File: config.mk
export PLATFORM = sky130hd
export DESIGN_NAME = i2c_bus_monitor
export DESIGN_NICKNAME = d
export VERILOG_FILES = /design/src/rtl/i2c_bus_monitor.sv
export SDC_FILE = /design/constraint.sdc
export NUM_CORES = 1
export LEC_CHECK = 0
export BUFFER_PORTS_ARGS = -buffer_cell sky130_fd_sc_hd__buf_4
export CAP_MARGIN = 30
export CORE_UTILIZATION = 62
export CTS_CLUSTER_SIZE = 8
export DETAILED_ROUTE_END_ITERATION = 10
export GPL_ROUTABILITY_DRIVEN = 0
export PLACE_DENSITY = 0.83
export SETUP_SLACK_MARGIN = 0.1
export SLEW_MARGIN = 20
export SYNTH_ARGS = -nofsm -noshare
export SYNTH_HDL_FRONTEND = slang
export SYNTH_SLANG_ARGS = --single-unit
File: constraint.sdc
create_clock -name i_clk -period 3.43 [get_ports i_clk]
set_input_delay 0.5145 -clock i_clk [delete_from_list [all_inputs] [get_ports i_clk]]
set_output_delay 0.5145 -clock i_clk [all_outputs]
set_load 0.03 [all_outputs]
File: src/rtl/i2c_bus_monitor.sv
// rtl/i2c_bus_monitor.sv - I2C bus condition decoder: START/rSTART/STOP, bit sampling, bus free, SCL-low timeout
module i2c_bus_monitor #(
  parameter int BUS_FREE_CYCLES = 64,
  parameter int SCL_LOW_TIMEOUT = 100000
) (
  input  logic       i_clk,
  input  logic       i_rst_n,
  input  logic       i_scl,
  input  logic       i_sda,
  output logic       o_scl_rise,
  output logic       o_scl_fall,
  output logic       o_start,
  output logic       o_rstart,
  output logic       o_stop,
  output logic       o_bit_valid,
  output logic       o_bit,
  output logic [3:0] o_bit_idx,
  output logic       o_busy,
  output logic       o_bus_free,
  output logic       o_tbuf_viol,
  output logic       o_scl_timeout
);

  localparam int FW = $clog2(BUS_FREE_CYCLES + 1);
  localparam int LW = $clog2(SCL_LOW_TIMEOUT + 1);

  typedef enum logic [1:0] {S_FREE_WAIT, S_IDLE, S_BUSY} state_t;

  state_t          r_state;
  state_t          w_next_state;
  logic            r_scl_q;
  logic            r_sda_q;
  logic [FW-1:0]   r_free_cnt;
  logic [LW-1:0]   r_low_cnt;
  logic            r_bit_seen;

  logic w_start, w_stop, w_rise, w_fall, w_busy, w_timeout, w_free_done;

  // SCL must be stable high across the SDA change; a simultaneous SCL change is only an edge
  assign w_start     = r_scl_q & i_scl & r_sda_q & ~i_sda;
  assign w_stop      = r_scl_q & i_scl & ~r_sda_q & i_sda;
  assign w_rise      = ~r_scl_q & i_scl;
  assign w_fall      = r_scl_q & ~i_scl;
  assign w_busy      = (r_state == S_BUSY);
  assign w_timeout   = w_busy & ~i_scl & (r_low_cnt >= LW'(SCL_LOW_TIMEOUT - 1));
  assign w_free_done = i_scl & i_sda & (r_free_cnt == FW'(BUS_FREE_CYCLES - 1));

  assign o_busy     = (r_state == S_BUSY);
  assign o_bus_free = (r_state == S_IDLE);

  always_comb begin
    w_next_state = r_state;
    case (r_state)
      S_FREE_WAIT: begin
        if (w_start)          w_next_state = S_BUSY;
        else if (w_free_done) w_next_state = S_IDLE;
      end
      S_IDLE: begin
        if (w_start) w_next_state = S_BUSY;
      end
      S_BUSY: begin
        if (w_stop || w_timeout) w_next_state = S_FREE_WAIT;
      end
      default: w_next_state = S_FREE_WAIT;
    endcase
  end

  always_ff @(posedge i_clk or negedge i_rst_n) begin
    if (!i_rst_n) begin
      r_state <= S_FREE_WAIT;
    end else begin
      r_state <= w_next_state;
    end
  end

  always_ff @(posedge i_clk or negedge i_rst_n) begin
    if (!i_rst_n) begin
      r_scl_q       <= 1'b1;
      r_sda_q       <= 1'b1;
      r_free_cnt    <= '0;
      r_low_cnt     <= '0;
      r_bit_seen    <= 1'b0;
      o_scl_rise    <= 1'b0;
      o_scl_fall    <= 1'b0;
      o_start       <= 1'b0;
      o_rstart      <= 1'b0;
      o_stop        <= 1'b0;
      o_tbuf_viol   <= 1'b0;
      o_bit_valid   <= 1'b0;
      o_bit         <= 1'b0;
      o_bit_idx     <= 4'd0;
      o_scl_timeout <= 1'b0;
    end else begin
      r_scl_q     <= i_scl;
      r_sda_q     <= i_sda;
      o_scl_rise  <= w_rise;
      o_scl_fall  <= w_fall;
      o_start     <= w_start & ~w_busy;
      o_rstart    <= w_start & w_busy;
      o_stop      <= w_stop & w_busy;
      o_tbuf_viol <= w_start & (r_state == S_FREE_WAIT);
      o_bit_valid <= w_busy & w_rise;

      if (r_state == S_FREE_WAIT && i_scl && i_sda) r_free_cnt <= r_free_cnt + 1'b1;
      else                                          r_free_cnt <= '0;

      if (w_busy && !i_scl) begin
        if (r_low_cnt != LW'(SCL_LOW_TIMEOUT)) r_low_cnt <= r_low_cnt + 1'b1;
      end else begin
        r_low_cnt <= '0;
      end

      if (w_timeout)  o_scl_timeout <= 1'b1;
      else if (i_scl) o_scl_timeout <= 1'b0;

      if (w_busy && w_rise) begin
        o_bit      <= i_sda;
        r_bit_seen <= 1'b1;
      end

      // The SCL fall that closes a START carries no bit, so only count falls after a sampled bit
      if (w_start) begin
        o_bit_idx  <= 4'd0;
        r_bit_seen <= 1'b0;
      end else if (w_busy && w_fall && r_bit_seen) begin
        o_bit_idx  <= (o_bit_idx == 4'd8) ? 4'd0 : o_bit_idx + 4'd1;
        r_bit_seen <= 1'b0;
      end
    end
  end

endmodule

### After elaboration in Yosys (flattened, before gate mapping)

Index checks and enable logic that the tools add are counted.

* $lt $le $gt $ge: 1
* reductions and logical operators: 13
* eq/ne operators: 9
* add/sub/neg operators: 3
* multiplexer cells: 16
* bitwise operators: 21

Operator list (number)
* 2-to-1 mux 17 bit: 2
* adder 17 x 1 -> 17 bit, second input constant: 1
* greater-or-equal comparator 17 bit, second input constant: 1
* != test 17 bit, second input constant: 1
* AND 1 bit: 16
* 2-to-1 mux 4 bit: 3
* 2-to-1 mux 2 bit: 4
* adder 7 x 1 -> 7 bit, second input constant: 1
* equality test 7 x 6 -> 1 bit, second input constant: 1
* 2-to-1 mux 7 bit: 1
* logical AND 1 bit: 6
* != test 2 x 1 -> 1 bit, second input constant: 3
* one-hot mux 2 bit (3 select lines): 1
* 2-to-1 mux 1 bit: 5
* inverter 1 bit: 5
* adder 4 x 1 -> 4 bit, second input constant: 1
* equality test 4 bit, second input constant: 1
* nonzero test 2 bit: 2
* != test 3 bit, second input constant: 1
* AND reduction 3 bit: 1
* nonzero test 3 bit: 1
* equality test 2 x 1 -> 1 bit, second input constant: 1
* equality test 2 bit, second input constant: 1
* logical NOT 2 bit: 1
* 2 further kinds: 2

* logic and storage cells: 79
* bits in registers: 42
* bits of input ports: 4
* output and inout port bits: 15

### Depth between registers and ports, before layout

Gate-level depths: netlist of run 1.

* depth after elaboration: 6
* depth in mapped cells: 6
* depth with buffers taken out: 6

### Least setup slack after synthesis of run 1

OpenSTA, ideal clock, no wires.

* path type: reg-to-reg
* start point: reg r_low_cnt[13]
* end point: reg r_low_cnt[2]
* setup time: 127 ps
* path slack: 1659 ps
* arrival time: 1645 ps
* buffers on the path: 0
* clock period less this slack: 1771 ps
* cell stages (with the launch flop): 5
* cells stage by stage: dfrtp_1 -> or4_4 -> or4_4 -> o211ai_1 -> a21oi_1

* cells in the longest elaborated chain, start to end: 2

Ends and longest elaborated chain
* start: declaration: line 34 `logic [LW-1:0] r_low_cnt;`
* start signal: assignment: line 108 `if (r_low_cnt != LW'(SCL_LOW_TIMEOUT)) r_low_cnt <= r_low_cnt + 1'b1;`
* != test 17 bit: line 108
* != test 2 x 1 -> 1 bit (no source line)

No other way between the ends.
A chain may end at the register's enable or synchronous reset.

### Worst setup path after layout of run 1

* start point: reg r_low_cnt[13]
* end point: reg r_low_cnt[0]

Same word-level chain as after synthesis.

==> results of run 1 <==
[worst paths after layout]
kind / depth (start not counted) / endpoint / from / slack, ns
max: 4 / r_low_cnt[0] / r_low_cnt[13] / 1.42
min: 1 / r_low_cnt[2] / i_rst_n / 0.12
max reg2reg: 4 / r_low_cnt[0] / r_low_cnt[13] / 1.42
min reg2reg: 1 / r_free_cnt[0] / r_free_cnt[0] / 0.50
max in group asynchronous: 1 / r_sda_q / i_rst_n / 2.94
min in group i_clk: 1 / r_sda_q / i_sda / 0.29
[cells by family after synthesis]
family	count (synthesis)	share of synthesized area, %
AO/OA/AOI/OAI	34	9.76
AND/OR/NAND/NOR	93	25.4
adder cells (fa/ha/maj)	5	3.11
multiplexers	2	1.06
flip-flops	42	52.4
buffers and inverters	14	2.67
XOR/XNOR	13	5.66
[critical path: stages, from the launching register on]
cell and delay, ns:
dfrtp_1 0.42, or4_4 0.56, nor4_1 0.57, nand3_1 0.17
and3_1 0.20
[power by group]
group | switching [W] | internal, W | leakage (nW)
Clock | 0.000153 | 0.0000994 | 0.0353
Combinational | 0.000131 | 0.0000761 | 0.400
Sequential | 0.0000395 | 0.000530 | 0.568
[layer usage]
layer  vias up  GRT usage (%)
met5         -              0
met4         0           10.2
met3         6           7.47
met2        39           38.8
met1       736           31.7
li1        758              -
[stage by stage]
| stage | power (W) | setup WS, ns | instances | utilization [%] | hold slack [ns] |
|---|---|---|---|---|---|
| floorplan | 0.000707 | 1.66 | 203 | - | 0.219 |
| global placement | 0.000777 | 1.59 | 260 | 70.9 | 0.476 |
| detailed placement | 0.000786 | 1.48 | 260 | 70.9 | 0.483 |
| CTS | 0.00104 | 1.46 | 268 | 72.8 | 0.115 |
| global route | 0.00109 | 1.31 | 268 | 72.8 | 0.137 |
| finish | 0.00103 | 1.42 | 268 | 72.8 | 0.120 |
[sequential cells by signal, summed over array words and instances, names as in the netlist]
signal	count
o_tbuf_viol	1
r_free_cnt	7
r_sda_q	1
o_bit	1
o_scl_rise	1
r_bit_seen	1
o_scl_fall	1
o_start	1
r_state	2
o_bit_valid	1
o_scl_timeout	1
o_stop	1
o_rstart	1
o_bit_idx	4
r_scl_q	1
r_low_cnt	17
[cells in the mapped netlist, drive strengths merged]
| library cell | number |
|---|---|
| and4 | 2 |
| a21oi | 12 |
| nor3b | 1 |
| dfstp | 2 |
| mux2 | 1 |
| xor2 | 6 |
| and3 | 8 |
| o211ai | 2 |
| o21a | 1 |
| nand2 | 11 |
| buf | 1 |
| nand4b | 1 |
| nor2 | 21 |
| xnor2 | 7 |
| nor4 | 3 |
| nor2b | 3 |
| dfrtp | 40 |
| and4b | 1 |
| o31ai | 2 |
| o21ai | 11 |
| clkbuf | 4 |
| o22a | 1 |
| mux2i | 1 |
| nor3 | 6 |
| a31oi | 2 |
| nand2b | 3 |
| or2 | 1 |
| nand4 | 2 |
| nand3 | 16 |
| and2 | 2 |
| inv | 9 |
| or4 | 4 |
| o21bai | 2 |
| ha | 5 |
| or3 | 7 |
| a21o | 1 |
| or2b | 1 |
[final cells by class]
cell class                      count  area share [%]
Sequential cell                    42            47.0
Clock inverter                      1           0.223
Clock buffer                        7            2.46
Multi-Input combinational cell    147            40.3
Timing Repair Buffer               18            6.03
Tap cell                           44            2.46
Inverter                            9            1.51
[cell usage in the layout (no fill, tap or decap), types with 2 or more instances in the layout]
cell / synthesis / layout
dfrtp_1: 40 / 40
nor2_1: 21 / 21
buf_4: 0 / 18
nand3_1: 15 / 15
a21oi_1: 12 / 12
nand2_1: 11 / 11
o21ai_0: 10 / 10
inv_1: 9 / 9
and3_1: 7 / 7
xnor2_1: 7 / 7
nor3_1: 6 / 6
xor2_1: 6 / 6
or3_1: 5 / 5
ha_1: 5 / 5
clkbuf_4: 0 / 5
nor2b_1: 3 / 3
nand2b_1: 3 / 3
nor4_1: 3 / 3
and2_1: 2 / 2
o211ai_1: 2 / 2
or4_4: 2 / 2
o21bai_1: 2 / 2
a31oi_1: 2 / 2
and4_1: 2 / 2
nand4_1: 2 / 2
o31ai_1: 2 / 2
or3_2: 2 / 2
dfstp_2: 2 / 2
==> summary.txt, run 1 <==
Status
  • Result of the run: finished clean

Route
  • Highest routed layer: met4
  • Metal2 WL: 1.83 mm
  • Final WL: 3.84 mm
  • Drt drc: 0
  • Initial DRC count: 64
  • Wl on met1: 1.78 mm
  • Wire length per cell: 14.3 um
  • Met3 WL: 176 um
  • 1st-pass router iterations: 4
  • Final antenna-violating net count: 0
  • DR vias: 1,539
  • Vias/cell: 5.74

Critical path
  • WP data arrival: 2.26 ns
  • Data required, critical path: 3.69 ns
  • Crit path launch type: flop
  • Critical Path End Type: flop
  • Worst setup path category: flop to flop
  • Crit path max fanout: 4

Global routing
  • Initial antenna violation count: 0
  • Vias in the first global route: 1,377
  • Largest net degree at the start of global routing: 43
  • GR Overflow Total: 0
  • First-pass GRT wire length: 6.19 mm
  • Overall Global Routing Usage: 24.6%

STA
  • Hold Vio Cnt, Final: 0
  • Fin crit share: 58.5%
  • Worst slew pin tran: 0.655 ns
  • Slew HR: 55.9%
  • Worst Skew: 0.00836 ns
  • Final critical-path required period: 2.01 ns
  • FMAX: 499 MHz
  • Final setup violation count: 0
  • Unrepaired setup endpoints after global routing: false
  • Slew Viols, Final: 0
  • Final setup TNS: 0 ns

Final layout
  • Multi-input logic area: 905 um^2
  • Area Overhead vs Synth: 11.4%
  • FF+latch area: 0.00105 mm^2
  • Diode count: 0
  • Fin area: 0.00224 mm^2
  • Fraction of layout instances using a drive strength above 1: 16.1%
  • Fillers: 232
  • Final Net Count: 232

Synth
  • FF+latch count, synth: 42
  • Largest cells by area after synthesis: dfrtp_1 50%, nor2_1 3.9%, nand3_1 3.7%, ha_1 3.1%, xnor2_1 3.0%
  • Synth warn: 0
  • Synth unique cells: 43
  • Post-synthesis net count: 212
  • Post-Synthesis Mean Instance Area: 9.91 um^2
  • Post-synthesis sequential area ratio: 52.4%
  • Post-synth top area share: 49.8%
  • Synth Cell Area: 0.00201 mm^2
  • Post-synth top area cell: dfrtp_1
  • Post-Syn Instances: 203

Clock network
  • Cts hold-fix bufs: 0
  • CTS sink count: 42
  • CTS tree: done
  • Post-CTS sizing: 0
  • Skew-Pair Late Insertion Delay: 0.35 ns
  • Post-CTS Setup Inserts: 0
  • Clk slew on worst S/H paths: 0.12 ns
  • Root Driver: clkbuf_4
  • Total CTS buffers: 5
  • CTS max path bufs: 2
  • H-tree depth: 2

Die
  • Die area: 0.00348 mm^2
  • Initial Util: 65.4%
  • Die width: 59.0 um
  • Die Ht: 59.0 um
  • Row count: 20
  • Core Region: 0.00308 mm^2
  • Num ports: 19

Place
  • Port Buffers: 18
  • Hpwl dp: 2.77 mm
  • Area after DPL: 0.00218 mm^2

Power
  • Power Density: 459 mW/mm^2
  • Leakage: 1.00 nW
  • VDD IR-drop max: 309 uV

Run
  • Max_cap viols: 0

Worst hold path
  • Hold Crit Class: input port to async pin
No activity file was read; power rests on OpenSTA's default activity.
==> run 2: changes to the inputs <==
--- a/config.mk
+++ b/config.mk
@@ -5,13 +5,14 @@
 export SDC_FILE = /design/constraint.sdc
 export NUM_CORES = 1
 export LEC_CHECK = 0
+export ABC_AREA = 1
 export BUFFER_PORTS_ARGS = -buffer_cell sky130_fd_sc_hd__buf_4
 export CAP_MARGIN = 30
-export CORE_UTILIZATION = 62
+export CORE_UTILIZATION = 52
 export CTS_CLUSTER_SIZE = 8
 export DETAILED_ROUTE_END_ITERATION = 10
 export GPL_ROUTABILITY_DRIVEN = 0
-export PLACE_DENSITY = 0.83
+export PLACE_DENSITY = 0.74
 export SETUP_SLACK_MARGIN = 0.1
 export SLEW_MARGIN = 20
 export SYNTH_ARGS = -nofsm -noshare
==> constraint.sdc (replaced) <==
create_clock -name i_clk -period 1.6 [get_ports i_clk]
set_input_delay 0.24 -clock i_clk [delete_from_list [all_inputs] [get_ports i_clk]]
set_output_delay 0.24 -clock i_clk [all_outputs]
set_load 0.03 [all_outputs]
==> run 2 against run 1 <==
Combinational power up 150%; register-to-register slack worse by 1.3 ns; maximum frequency up 32%; synthesized cell count increased by 19%; sequential cell count did not move; clock power grew to 3.3 times the previous value; critical path type unchanged; critical endpoint is now r_low_cnt[16]; largest power group unchanged.
==> summary.txt, run 2 <==
Power
  • Power Density: 1060 mW/mm^2
  • Power consumption: 0.00257 W
  • Leakage: 1.14 nW
  • VDD IR-drop max: 597 uV

Synth
  • Synth warn: 0
  • Post-synthesis sequential area ratio: 52.3%
  • Synth Flop Type: dfrtp_1
  • Post-synthesis net count: 250
  • Largest cells by area after synthesis: dfrtp_1 50%, nand2_1 7.3%, inv_1 6.9%, nor2_1 6.0%, a21oi_1 4.5%
  • Post-synth top area cell: dfrtp_1
  • Synth unique cells: 25
  • FF+latch count, synth: 42
  • Post-synth ARST share: 100%
  • Commonest cells post-synth: 40 x dfrtp_1, 39 x nand2_1, 37 x inv_1
  • Post-Synthesis Mean Instance Area: 8.35 um^2
  • Most common cell in the netlist: dfrtp_1
  • Post-synth top area share: 49.7%
  • Post-Syn Instances: 241
  • EDFF count, synth: 0
  • Synth Cell Area: 0.00201 mm^2

Die
  • Core Region: 0.00369 mm^2
  • Die width: 64.2 um
  • Num ports: 19
  • Die area: 0.00412 mm^2
  • Row count: 22
  • Die Ht: 64.2 um
  • Initial Util: 54.6%

Global routing
  • Initial antenna violation count: 0
  • First-pass GRT wire length: 6.35 mm
  • GR Overflow Total: 0
  • Vias in the first global route: 1,460
  • Overall Global Routing Usage: 20.5%
  • Largest net degree at the start of global routing: 43

STA
  • Final setup violation count: 0
  • Worst slew pin tran: 0.526 ns
  • Hold_ws: 0.0536 ns
  • Unrepaired setup endpoints after global routing: true
  • Worst Skew: 0.00955 ns
  • Slew Viols, Final: 0
  • Slew HR: 64.9%
  • Final setup TNS: 0 ns
  • FMAX: 660 MHz
  • Hold Vio Cnt, Final: 0
  • Fin crit share: 94.7%
  • Final critical-path required period: 1.52 ns

Critical path
  • Reg2reg end: r_low_cnt[16]
  • Worst r2r src: r_low_cnt[1]
  • Crit path launch type: flop
  • R2R cell count: 9
  • R2r setup slk: 0.08 ns
  • Crit path max fanout: 4
  • WP data arrival: 1.69 ns
  • Worst setup path category: flop to flop
  • Critical Path End Type: flop
  • Data required, critical path: 1.78 ns

Route
  • 1st-pass router iterations: 4
  • Final WL: 3.88 mm
  • Drt drc: 0
  • Initial DRC count: 126
  • DR vias: 1,605
  • Final antenna-violating net count: 0
  • Wire length per cell: 12.1 um
  • Vias/cell: 5.02

Clock network
  • CTS sink count: 42
  • CTS tree: done
  • Skew-Pair Late Insertion Delay: 0.30 ns
  • CTS max path bufs: 2
  • Root Driver: clkbuf_8
  • Total CTS buffers: 5
  • H-tree depth: 2
  • Clk slew on worst S/H paths: 0.08 ns

Final layout
  • Max reg flops: 17
  • Largest registers: r_low_cnt (17), r_free_cnt (7), o_bit_idx (4)
  • Fillers: 330
  • Biggest register: r_low_cnt
  • Commonest cells after routing, fill and taps aside: 38 x nand2_1, 38 x dfrtp_1, 36 x inv_1
  • Area Overhead vs Synth: 20.0%
  • Final design utilization: 65.5%
  • Fraction of layout instances using a drive strength above 1: 19.9%
  • Diode count: 0
  • Final Net Count: 280

Worst hold path
  • Hold_sp: i_sda
  • Hold depth: 1
  • Hold Crit Class: input port to flop
  • Worst hold path endpoint: r_sda_q

Place
  • Hpwl dp: 2.75 mm
  • Port Buffers: 18

Run
  • Max_cap viols: 0

Status
  • Result of the run: finished clean
==> run 2: layout make-up <==
cell class	instances	area [um^2]	area share, %
sequential	42	1060	43.7
multi-input combinational	161	868	35.9
timing repair buffer	24	183	7.56
inverter	37	139	5.75
clock buffer	6	72.6	3.00
tap	48	60.1	2.49
clock inverter	2	37.5	1.55
==> run 2: report_power, final <==
group | leakage [nW] | switching [W] | internal, W | total (W)
clock | 0.0514 | 0.000355 | 0.000465 | 0.000821
combinational | 0.519 | 0.000335 | 0.000179 | 0.000513
sequential | 0.566 | 0.0000795 | 0.00116 | 0.00123
total | 1.14 | 0.000769 | 0.00180 | 0.00257
==> run 2: worst max-delay path: stages, from the launching register on <==
cell     delay [ns]
dfrtp_1        0.42
ha_4           0.18
nand3_4        0.10
nor2_4         0.12
nand2_2        0.09
nor2_4         0.15
nand2_2        0.08
nor2_2         0.09
xnor2_1        0.12
nor2_1         0.05
==> run 2: worst max-delay path by stage <==
stage	start	to	slack (ns)
finish	r_low_cnt[1]	r_low_cnt[16]	0.08
global route	r_low_cnt[1]	r_low_cnt[16]	0.02
CTS	r_low_cnt[1]	r_low_cnt[16]	0.10
detailed placement	r_low_cnt[1]	r_low_cnt[16]	0.12
global placement	r_low_cnt[0]	r_low_cnt[16]	0.16
floorplan	r_low_cnt[0]	r_low_cnt[16]	0.23
==> run 2: cells by family (layout without fill, tap and decap cells) <==
logic type / after synthesis / in the layout / share of synthesized area [%]
compound gates: 38 / 38 / 9.63
xor+xnor: 3 / 3 / 1.31
fa+ha+maj: 5 / 5 / 3.11
buf+inv: 38 / 69 / 7.27
simple gates: 115 / 115 / 26.4
flops: 42 / 42 / 52.3
==> run 2: routing by layer <==
layer	vias up	track usage, %	wire length [um]
li1	840	-	-
met1	727	26.6	1870
met2	31	32.4	1800
met3	7	6.07	158
met4	0	7.78	54
met5	-	0	0
==> run 2: timing repair <==
action / in CTS / in global routing
endpoints found under the hold margin: 40 / 0
endpoints found under the setup margin: 0 / 14
resized for setup: 0 / 16
hold buffers: 1 / 0
buffers inserted: 0 / 2
==> run 2: through the flow <==
step                area (um^2)  setup WS [ns]  instances
finish                     2420         0.0841        320
global route               2420         0.0156        320
CTS                        2340          0.104        318
detailed placement         2220          0.116        309
global placement           2220          0.157        309
floorplan                  2010          0.228        241
==> run 3: changes to the inputs <==
--- a/config.mk
+++ b/config.mk
@@ -5,7 +5,6 @@
 export SDC_FILE = /design/constraint.sdc
 export NUM_CORES = 1
 export LEC_CHECK = 0
-export ABC_AREA = 1
 export BUFFER_PORTS_ARGS = -buffer_cell sky130_fd_sc_hd__buf_4
 export CAP_MARGIN = 30
 export CORE_UTILIZATION = 52
==> run 3 against run 2 <==
The run now ends with setup timing left; clock power grew 0.7%; final area grew 14%; critical path depth shrank 3; critical path type unchanged; critical endpoint is now r_low_cnt[2].
==> summary.txt, run 3 (synthesis results as in run 1) <==
Critical path
  • Reg2reg end: r_low_cnt[2]
  • R2R cell count: 6
  • Crit path max fanout: 6
  • Critical Path End Type: flop
  • Worst r2r src: r_low_cnt[1]
  • R2r setup slk: -0.26 ns
  • WP data arrival: 2.05 ns
  • Data required, critical path: 1.78 ns
  • Worst setup path category: flop to flop
  • Crit path launch type: flop

Power
  • Power Density: 947 mW/mm^2
  • VDD IR-drop max: 632 uV
  • Leakage: 1.26 nW
  • Power consumption: 0.00262 W

STA
  • Fin crit share: 116%
  • Slew HR: 65.3%
  • Hold Vio Cnt, Final: 0
  • Worst Skew: 0.0121 ns
  • Final critical-path required period: 1.86 ns
  • FMAX: 537 MHz
  • Final setup violation count: 12
  • Slew Viols, Final: 0
  • Unrepaired setup endpoints after global routing: true
  • Final setup TNS: -1.45 ns
  • Final WS setup: -0.263 ns
  • Worst slew pin tran: 0.521 ns

Route
  • Met3 WL: 178 um
  • Wire length per cell: 15.6 um
  • Highest routed layer: met4
  • 1st-pass router iterations: 4
  • Vias/cell: 5.69
  • DR vias: 1,751
  • Drt drc: 0
  • Final WL: 4.81 mm
  • Metal2 WL: 2.54 mm
  • Wl on met1: 1.98 mm
  • Initial DRC count: 104
  • Final antenna-violating net count: 0

Final layout
  • Biggest register: r_low_cnt
  • Area Overhead vs Synth: 37.4%
  • Largest registers: r_low_cnt (17), r_free_cnt (7), o_bit_idx (4)
  • Count of non-filler cells in the finished layout: 308
  • Final Net Count: 268
  • Final design utilization: 74.9%
  • Max reg flops: 17
  • Fraction of layout instances using a drive strength above 1: 37.7%
  • Commonest non-fill, non-tap cell in the layout: buf_4
  • Diode count: 0
  • Commonest cells after routing, fill and taps aside: 44 x buf_4, 38 x dfrtp_1, 21 x nor2_1

Die
  • Initial Util: 54.5%
  • Die width: 64.2 um
  • Die area: 0.00412 mm^2
  • Num ports: 19
  • Die Ht: 64.2 um
  • Core Region: 0.00369 mm^2
  • Row count: 22

Clock network
  • Skew-Pair Late Insertion Delay: 0.30 ns
  • CTS max path bufs: 2
  • Total CTS buffers: 5
  • Clk slew on worst S/H paths: 0.09 ns
  • Root Driver: clkbuf_8
  • H-tree depth: 2
  • CTS sink count: 42
  • CTS tree: done

Run
  • Max_cap viols: 0

Worst hold path
  • Hold_sp: i_sda
  • Worst hold path endpoint: r_sda_q
  • Hold Crit Class: input port to flop
  • Hold depth: 1

Global routing
  • Largest net degree at the start of global routing: 43
  • GR Overflow Total: 0
  • First-pass GRT wire length: 7.67 mm
  • Initial antenna violation count: 0
  • Overall Global Routing Usage: 25.0%
  • Vias in the first global route: 1,702

Place
  • Hpwl dp: 3.02 mm
  • Inst Count DP: 284
  • Port Buffers: 18

Status
  • Failing checks: setup timing
  • Result of the run: complete, but fails checks
run 3: cell types whose count changed in the layout (fill, tap and decap cells not counted), sizes merged, moves of 3 or more:
| cell | change |
|---|---|
| xnor2 | +6 |
| nor2 | -15 |
| xor2 | +4 |
| or3 | +7 |
| buf | +30 |
| or4 | +4 |
| o21ai | -7 |
| nand4 | -3 |
| nor2b | +3 |
| inv | -28 |
| and3 | +7 |
| a21oi | -6 |
| nand2b | +3 |
| nand2 | -32 |
run 3: power by group:
part           leakage [nW]  internal (W)  switching, W  total [W]
logic                 0.645      0.000231      0.000324   0.000555
clock network        0.0514      0.000465      0.000362   0.000827
registers             0.565       0.00114     0.0000954    0.00123
run 3: critical path, cell delays in order, from the launching register on:
cell and delay [ns]:
dfrtp_2 0.49, inv_1 0.09, ha_1 0.17, nand2_1 0.09, or4_2 0.58, o211ai_1 0.22
a21oi_1 0.11
run 3: how the worst max path moves through the flow:
| stage | cells after the start | startpoint | endpoint |
|---|---|---|---|
| after floorplan | 4 | r_low_cnt[13] | r_low_cnt[2] |
| after global placement | 4 | r_low_cnt[13] | r_low_cnt[2] |
| after detailed placement | 4 | r_low_cnt[13] | r_low_cnt[2] |
| after CTS | 4 | r_low_cnt[13] | r_low_cnt[2] |
| after global routing | 6 | r_low_cnt[1] | r_low_cnt[2] |
| final | 6 | r_low_cnt[1] | r_low_cnt[2] |
run 3: area by class of cell:
cell class	instances	area (um^2)
timing repair buffer	54	442
multi-input combinational	147	1060
fill	244	925
clock inverter	2	37.5
clock buffer	6	72.6
inverter	9	33.8
tap	48	60.1
sequential	42	1060
run 3: repair_timing:
action                                 in CTS  in global routing
hold buffers                                1                  0
gates resized for setup                    20                 24
pin swaps                                  10                 11
gates cloned                                0                  0
endpoints found under the hold margin      40                  0
setup buffers                               9                  7
setup endpoints to repair                  11                 20
run 3: per-layer routing:
metal,GRT usage [%],vias up
met4,11.1,0
met2,42.7,50
met5,0,-
met3,6.07,16
li1,-,829
met1,29.9,856
run 3: stage by stage:
step	setup WS, ns	hold slack [ns]	cell area [um^2]
after floorplan	-0.158	-0.0556	2020
after global placement	-0.180	0.242	2340
after detailed placement	-0.249	0.252	2340
after CTS	-0.251	0.0667	2610
after global routing	-0.346	0.0659	2760
final	-0.263	0.0762	2760
